File: src/rtl/muldiv_pkg.sv
// Shared definitions for the multiply/divide sequencer.
//   - operation encodings carried on the op input
//   - FSM state encoding
//   - divide-by-zero quotient and last-iteration counter value
package muldiv_pkg;

    localparam int DATA_W = 16;

    localparam logic OP_MULU = 1'b0;
    localparam logic OP_DIVU = 1'b1;

    typedef enum logic [1:0] {
        S_IDLE  = 2'd0,
        S_RUN   = 2'd1,
        S_WRITE = 2'd2
    } state_t;

    localparam logic [DATA_W-1:0] DZ_QUOTIENT = 16'hFFFF;
    localparam logic [3:0]        STEP_LAST   = 4'd15;

endpackage

File: src/rtl/muldiv_step.sv
// One iteration of the multiply / divide datapath (purely combinational).
// Ports:
//   op        : OP_MULU or OP_DIVU
//   acc_in    : 17-bit accumulator (MULU: upper product half + carry,
//               DIVU: partial remainder)
//   shreg_in  : 16-bit shift register (MULU: multiplier / low product bits,
//               DIVU: dividend bits in, quotient bits out)
//   operand   : multiplicand (MULU) or divisor (DIVU)
//   acc_out   : accumulator after this iteration
//   shreg_out : shift register after this iteration
module muldiv_step
    import muldiv_pkg::*;
(
    input  logic              op,
    input  logic [DATA_W:0]   acc_in,
    input  logic [DATA_W-1:0] shreg_in,
    input  logic [DATA_W-1:0] operand,
    output logic [DATA_W:0]   acc_out,
    output logic [DATA_W-1:0] shreg_out
);

    logic [DATA_W:0] sum;
    logic [DATA_W:0] partial;
    logic [DATA_W:0] shifted;
    logic [DATA_W:0] diff;

    always_comb begin
        sum       = '0;
        partial   = '0;
        shifted   = '0;
        diff      = '0;
        acc_out   = acc_in;
        shreg_out = shreg_in;

        if (op == OP_MULU) begin
            // acc_in[16] is always zero between steps, so the 17-bit sum
            // captures the carry out of the 16-bit add.
            sum     = acc_in + {1'b0, operand};
            partial = shreg_in[0] ? sum : acc_in;
            // Shift {partial, shreg} right by one as a single 33-bit value.
            acc_out   = {1'b0, partial[DATA_W:1]};
            shreg_out = {partial[0], shreg_in[DATA_W-1:1]};
        end else begin
            // Bring in the next dividend bit, MSB first. The remainder is
            // always below the divisor, so the shifted value fits in 17 bits
            // and bit 16 of the difference is a clean borrow flag.
            shifted = {acc_in[DATA_W-1:0], shreg_in[DATA_W-1]};
            diff    = shifted - {1'b0, operand};
            if (!diff[DATA_W]) begin
                acc_out   = diff;
                shreg_out = {shreg_in[DATA_W-2:0], 1'b1};
            end else begin
                acc_out   = shifted;
                shreg_out = {shreg_in[DATA_W-2:0], 1'b0};
            end
        end
    end

endmodule

File: src/rtl/muldiv_sequencer.sv
// Multi-cycle unsigned 16x16 multiply / 16/16 divide sequencer driving the
// write side of the LO/HI special registers.
//
//   state   | meaning
//   --------+-----------------------------------------------------------
//   S_IDLE  | waiting for start; operands latched when start is accepted
//   S_RUN   | one shift-add / restoring-divide iteration per clock (16)
//   S_WRITE | one cycle: write strobes + done, result on value_lo/hi
//
// Ports:
//   clock, reset          : rising-edge clock, async active-high reset
//   start, op             : request and operation (0 = MULU, 1 = DIVU)
//   operand_a, operand_b  : multiplicand/dividend, multiplier/divisor
//   busy                  : high in RUN and WRITE
//   done, write_lo/hi     : one-cycle pulses in WRITE
//   div_by_zero           : pulse with done when a DIVU had divisor 0
//   value_lo, value_hi    : registered result, held until the next WRITE
module muldiv_sequencer
    import muldiv_pkg::*;
#(
    parameter int WIDTH = 16
) (
    input  logic             clock,
    input  logic             reset,
    input  logic             start,
    input  logic             op,
    input  logic [WIDTH-1:0] operand_a,
    input  logic [WIDTH-1:0] operand_b,
    output logic             busy,
    output logic             done,
    output logic             div_by_zero,
    output logic             write_lo,
    output logic             write_hi,
    output logic [WIDTH-1:0] value_lo,
    output logic [WIDTH-1:0] value_hi
);

    localparam int STEPS = WIDTH;
    localparam int CNT_W = $clog2(STEPS);

    state_t             state;
    state_t             state_next;
    logic [CNT_W-1:0]   count;
    logic               op_q;
    logic               dz_q;
    logic [WIDTH-1:0]   operand_q;
    logic [WIDTH:0]     acc;
    logic [WIDTH-1:0]   shreg;
    logic [WIDTH:0]     acc_nx;
    logic [WIDTH-1:0]   shreg_nx;
    logic               accept;
    logic               start_dz;
    logic               last_step;

    assign accept    = (state == S_IDLE) && start;
    assign start_dz  = (op == OP_DIVU) && (operand_b == '0);
    assign last_step = (count == STEP_LAST);

    muldiv_step u_step (
        .op        (op_q),
        .acc_in    (acc),
        .shreg_in  (shreg),
        .operand   (operand_q),
        .acc_out   (acc_nx),
        .shreg_out (shreg_nx)
    );

    // State register
    always_ff @(posedge clock or posedge reset) begin
        if (reset) begin
            state <= S_IDLE;
        end else begin
            state <= state_next;
        end
    end

    // Next-state logic
    always_comb begin
        state_next = state;
        case (state)
            S_IDLE: begin
                if (start) begin
                    state_next = start_dz ? S_WRITE : S_RUN;
                end
            end
            S_RUN: begin
                if (last_step) begin
                    state_next = S_WRITE;
                end
            end
            S_WRITE: state_next = S_IDLE;
            default: state_next = S_IDLE;
        endcase
    end

    // Output logic
    always_comb begin
        busy        = (state != S_IDLE);
        done        = (state == S_WRITE);
        write_lo    = (state == S_WRITE);
        write_hi    = (state == S_WRITE);
        div_by_zero = (state == S_WRITE) && dz_q;
    end

    // Datapath, counter and result registers
    always_ff @(posedge clock or posedge reset) begin
        if (reset) begin
            count     <= '0;
            op_q      <= OP_MULU;
            dz_q      <= 1'b0;
            operand_q <= '0;
            acc       <= '0;
            shreg     <= '0;
            value_lo  <= '0;
            value_hi  <= '0;
        end else begin
            if (accept) begin
                op_q  <= op;
                dz_q  <= start_dz;
                count <= '0;
                acc   <= '0;
                // MULU iterates over multiplier bits, DIVU over dividend bits.
                if (op == OP_MULU) begin
                    operand_q <= operand_a;
                    shreg     <= operand_b;
                end else begin
                    operand_q <= operand_b;
                    shreg     <= operand_a;
                end
                if (start_dz) begin
                    value_lo <= DZ_QUOTIENT;
                    value_hi <= operand_a;
                end
            end else if (state == S_RUN) begin
                acc   <= acc_nx;
                shreg <= shreg_nx;
                count <= count + 1'b1;
                // Both operations finish with the low result in the shift
                // register and the high result in the accumulator.
                if (last_step) begin
                    value_lo <= shreg_nx;
                    value_hi <= acc_nx[WIDTH-1:0];
                end
            end
        end
    end

endmodule
File: config.mk
export PLATFORM = sky130hd
export DESIGN_NAME = muldiv_sequencer
export DESIGN_NICKNAME = d
export VERILOG_FILES = /design/src/rtl/muldiv_pkg.sv /design/src/rtl/muldiv_step.sv /design/src/rtl/muldiv_sequencer.sv
export SDC_FILE = /design/constraint.sdc
export NUM_CORES = 1
export LEC_CHECK = 0
export CAP_MARGIN = 20
export CORE_MARGIN = 5
export CORE_UTILIZATION = 40
export DETAILED_ROUTE_END_ITERATION = 10
export GPL_TIMING_DRIVEN = 0
export SLEW_MARGIN = 40
export SYNTH_ARGS = -nofsm -noshare
export SYNTH_HDL_FRONTEND = slang
export SYNTH_SLANG_ARGS = --single-unit
File: constraint.sdc
create_clock -name clock -period 7 [get_ports clock]
set_clock_uncertainty 0.1 [all_clocks]
set_input_delay 2.1 -clock clock [delete_from_list [all_inputs] [get_ports clock]]
set_output_delay 2.1 -clock clock [all_outputs]
set_load 0.005 [all_outputs]
==> impl_results.md <==
- Final nets: ~870
- RSZ-0062 raised after global routing: false
- Critical setup path kind: reg2reg
- Final Setup Violations: 0
- Top cell type's share of synthesized area: 0.359
- Routability Congestion: 1.05
- Initial antenna violation count: 0
- Setup TNS: 0 ns
- Post-Syn Nets: 788
- CTS Buf Count: 9
- Die ar.: approximately 18000 um^2
- Fmax: 0.212 GHz
- First-pass GRT wire length: 32800 um
- Root buffer cell: clkbuf_16
- Area Growth Syn to Fin: 21.3%
- CP required: 7.18 ns
- Mean Syn Cell Area: around 8.7 um^2
- Cts hold-fix bufs: 0
- Clock Latency Late Sink: 0.34 ns
- Yosys cell types: 65
- Io pins: 73
- Clock slew at reported path FFs: roughly 0.06 ns
- CTS Buffer Depth: 2
- Largest net degree at the start of global routing: between 50 and 60
- Outcome: completed
- Placed Instances: around 1000
- Worst slew pin tran: 0.843 ns
- Max-cap violations: 0
- Fin crit period: roughly 4.7 ns
- Max_slew headroom: 0.438
- WL final: between 20000 and 25000 um
- Tightest Hold Check Type: reg2reg
- Power Dens Cells: 599 nW/um^2
- Std-Cell Rows: 45
- Core box area: between 15000 and 20000 um^2
- Placed Area: approximately 7200 um^2
- Diode count: 0
- Post-Synthesis Cell Area: between 6000 and 7000 um^2
- Maximum vdd drop: ~0.26 mV
- Drt pass-1 iters: 5
- Total of warnings raised by yosys: 0
- FFs w/ async S/R, synth: 1.00
- Drt drc: 0
- # resized after CTS: 0
- Finished Layout Cells: ~990
- Ys flop type: dfrtp_1
- Grt ovf: 0
- Crit Path Max Fanout: 10
- Critical Path End Type: register
- Post-synthesis register bit count: 89
- Iter 0 DRT Violations: 346
- Crit start category: register
- Area contributors post-synth: dfrtp_1 (36%), mux2i_1 (8.9%), ha_1 (7.1%)
- Fin area: 7530 um^2
- Vias: approximately 5800
- Layout cells sized above 1: 0.0548
- Fillers: 1465
- HP Start: dz_q$_DFFE_PP0P_
- Vias per std cell: about 5.9
- Initial Util: 0.408
- Critical Path AT: 4.89 ns
- Pins over their slew limit: 0
- Final count of hold timing violations: 0
- Clk sinks: 89
- Yosys top cell by area: dfrtp_1
- CTS tree: done
- H-tree levels: 3
- Die span in x: about 130 um
- Die height: approximately 130 um
- Register area share after synthesis: 0.359
- Syn Inst Count: 715
- Final period util: 0.673
- GRT Overall Usage: 0.230
- Post-DP HPWL: roughly 16000 um
- Post-synth EDFFs: 0
- Setup Buffers After CTS: 0
- Worst R2R Start: shreg[15]$_DFFE_PP0P_
- Pleak: 3.29 nW
- Vias in the first global route: 5984
- Hold slack: 0.387 ns
- Worst setup startpoint: shreg[15]$_DFFE_PP0P_
- Drt wl/cell: around 21 um
- Final ANT Viol Nets: 0
- Port bufs: 71
cells by family (layout without fill, tap and decap cells):
family          count (synthesis)  count (layout)  synth area share
flops                          89              89             0.359
xor+xnor                       24              24            0.0339
fa+ha+maj                      37              37            0.0770
simple gates                  202             202             0.156
compound gates                227             227             0.228
mux                            57              57            0.0924
buf+inv                        79             167            0.0536
critical path, cell delays in order (launching register included):
cell and delay [ns]:
dfrtp_1 0.42, inv_1 0.14, ha_1 0.22, fa_1 0.20
nor2b_1 0.07, o211ai_1 0.22, nand2_1 0.12, a311oi_1 0.51
o21ai_0 0.24, a21o_1 0.22, a21o_1 0.21, ha_1 0.28
clkbuf_1 0.26, clkbuf_1 0.51, nor2_1 0.08, a21oi_1 0.16
mux2i_1 0.17, o21ai_0 0.34, o21a_1 0.17
sequential cells by signal (all words and copies together), names as in the netlist:
name       count
count          4
acc           17
dz_q           1
value_lo      16
op_q           1
value_hi      16
state          2
shreg         16
operand_q     16
cell usage in the layout (no fill, tap or decap), types with 9 or more instances in the layout:
cell / n
a21o_1: 9
nand2_1: 82
nor2b_1: 9
clkbuf_16: 9
dfrtp_1: 89
o211ai_1: 26
a21oi_1: 50
xor2_1: 10
o21ai_1: 10
nor2_1: 37
mux2i_1: 55
a31oi_1: 24
xnor2_1: 14
inv_1: 29
ha_1: 35
clkdlybuf4s50_1: 71
nand3_1: 37
clkbuf_1: 34
o21ai_0: 64
power by group:
| part | internal [W] | total, W | switching, W |
|---|---|---|---|
| logic | 0.00122 | 0.00293 | 0.00171 |
| registers | 0.000767 | 0.00103 | 0.000260 |
| clock network | 0.000358 | 0.000557 | 0.000199 |
| total | 0.00235 | 0.00451 | 0.00217 |
synth_stat cells, drive strengths merged, types with 10 or more instances:
cell,number
a21oi,53
a31oi,24
buf,14
clkbuf,33
dfrtp,89
ha,35
inv,31
mux2i,55
nand2,83
nand3,37
nor2,37
o211ai,27
o21ai,74
xnor2,14
xor2,10
area by class of cell:
cell class	instances	area (um^2)	share of cell area
plain buffers	47	213	0.0283
repair buffers	72	738	0.0981
clock inverters	5	103	0.0136
well taps	188	235	0.0312
flip-flops and latches	89	2230	0.296
inverters	32	125	0.0166
multi-input cells	547	3640	0.484
clock buffers	11	243	0.0322
through the flow:
| stage | worst slack, ns | power (W) | utilization |
|---|---|---|---|
| floorplan | 2.49 | 0.00300 | - |
| global placement | 1.11 | 0.00385 | 0.470 |
| detailed placement | 2.28 | 0.00391 | 0.473 |
| CTS | 2.25 | 0.00449 | 0.495 |
| global route | 1.83 | 0.00490 | 0.495 |
| finish | 2.29 | 0.00451 | 0.495 |
worst paths after layout:
path                                            end  slack, ns  cells past startpoint
max                         value_hi[4]$_DFFE_PP0P_       2.29                     18
min                                dz_q$_DFFE_PP0P_       0.39                      2
max reg2reg                 value_hi[4]$_DFFE_PP0P_       2.29                     18
min reg2reg                        dz_q$_DFFE_PP0P_       0.39                      2
max in group asynchronous  operand_q[0]$_DFFE_PP0P_       4.20                      3
min in group asynchronous      state[0]$_DFFE_PP0P_       2.01                      2
metal layers:
metal,track usage,up-vias,share of wire
met4,0.0894,0,0.031
met1,0.308,2818,0.45
li1,-,2752,-
met3,0.0309,44,0.049
met5,0,-,0
met2,0.381,200,0.47
(Power assumes the default switching activity.)
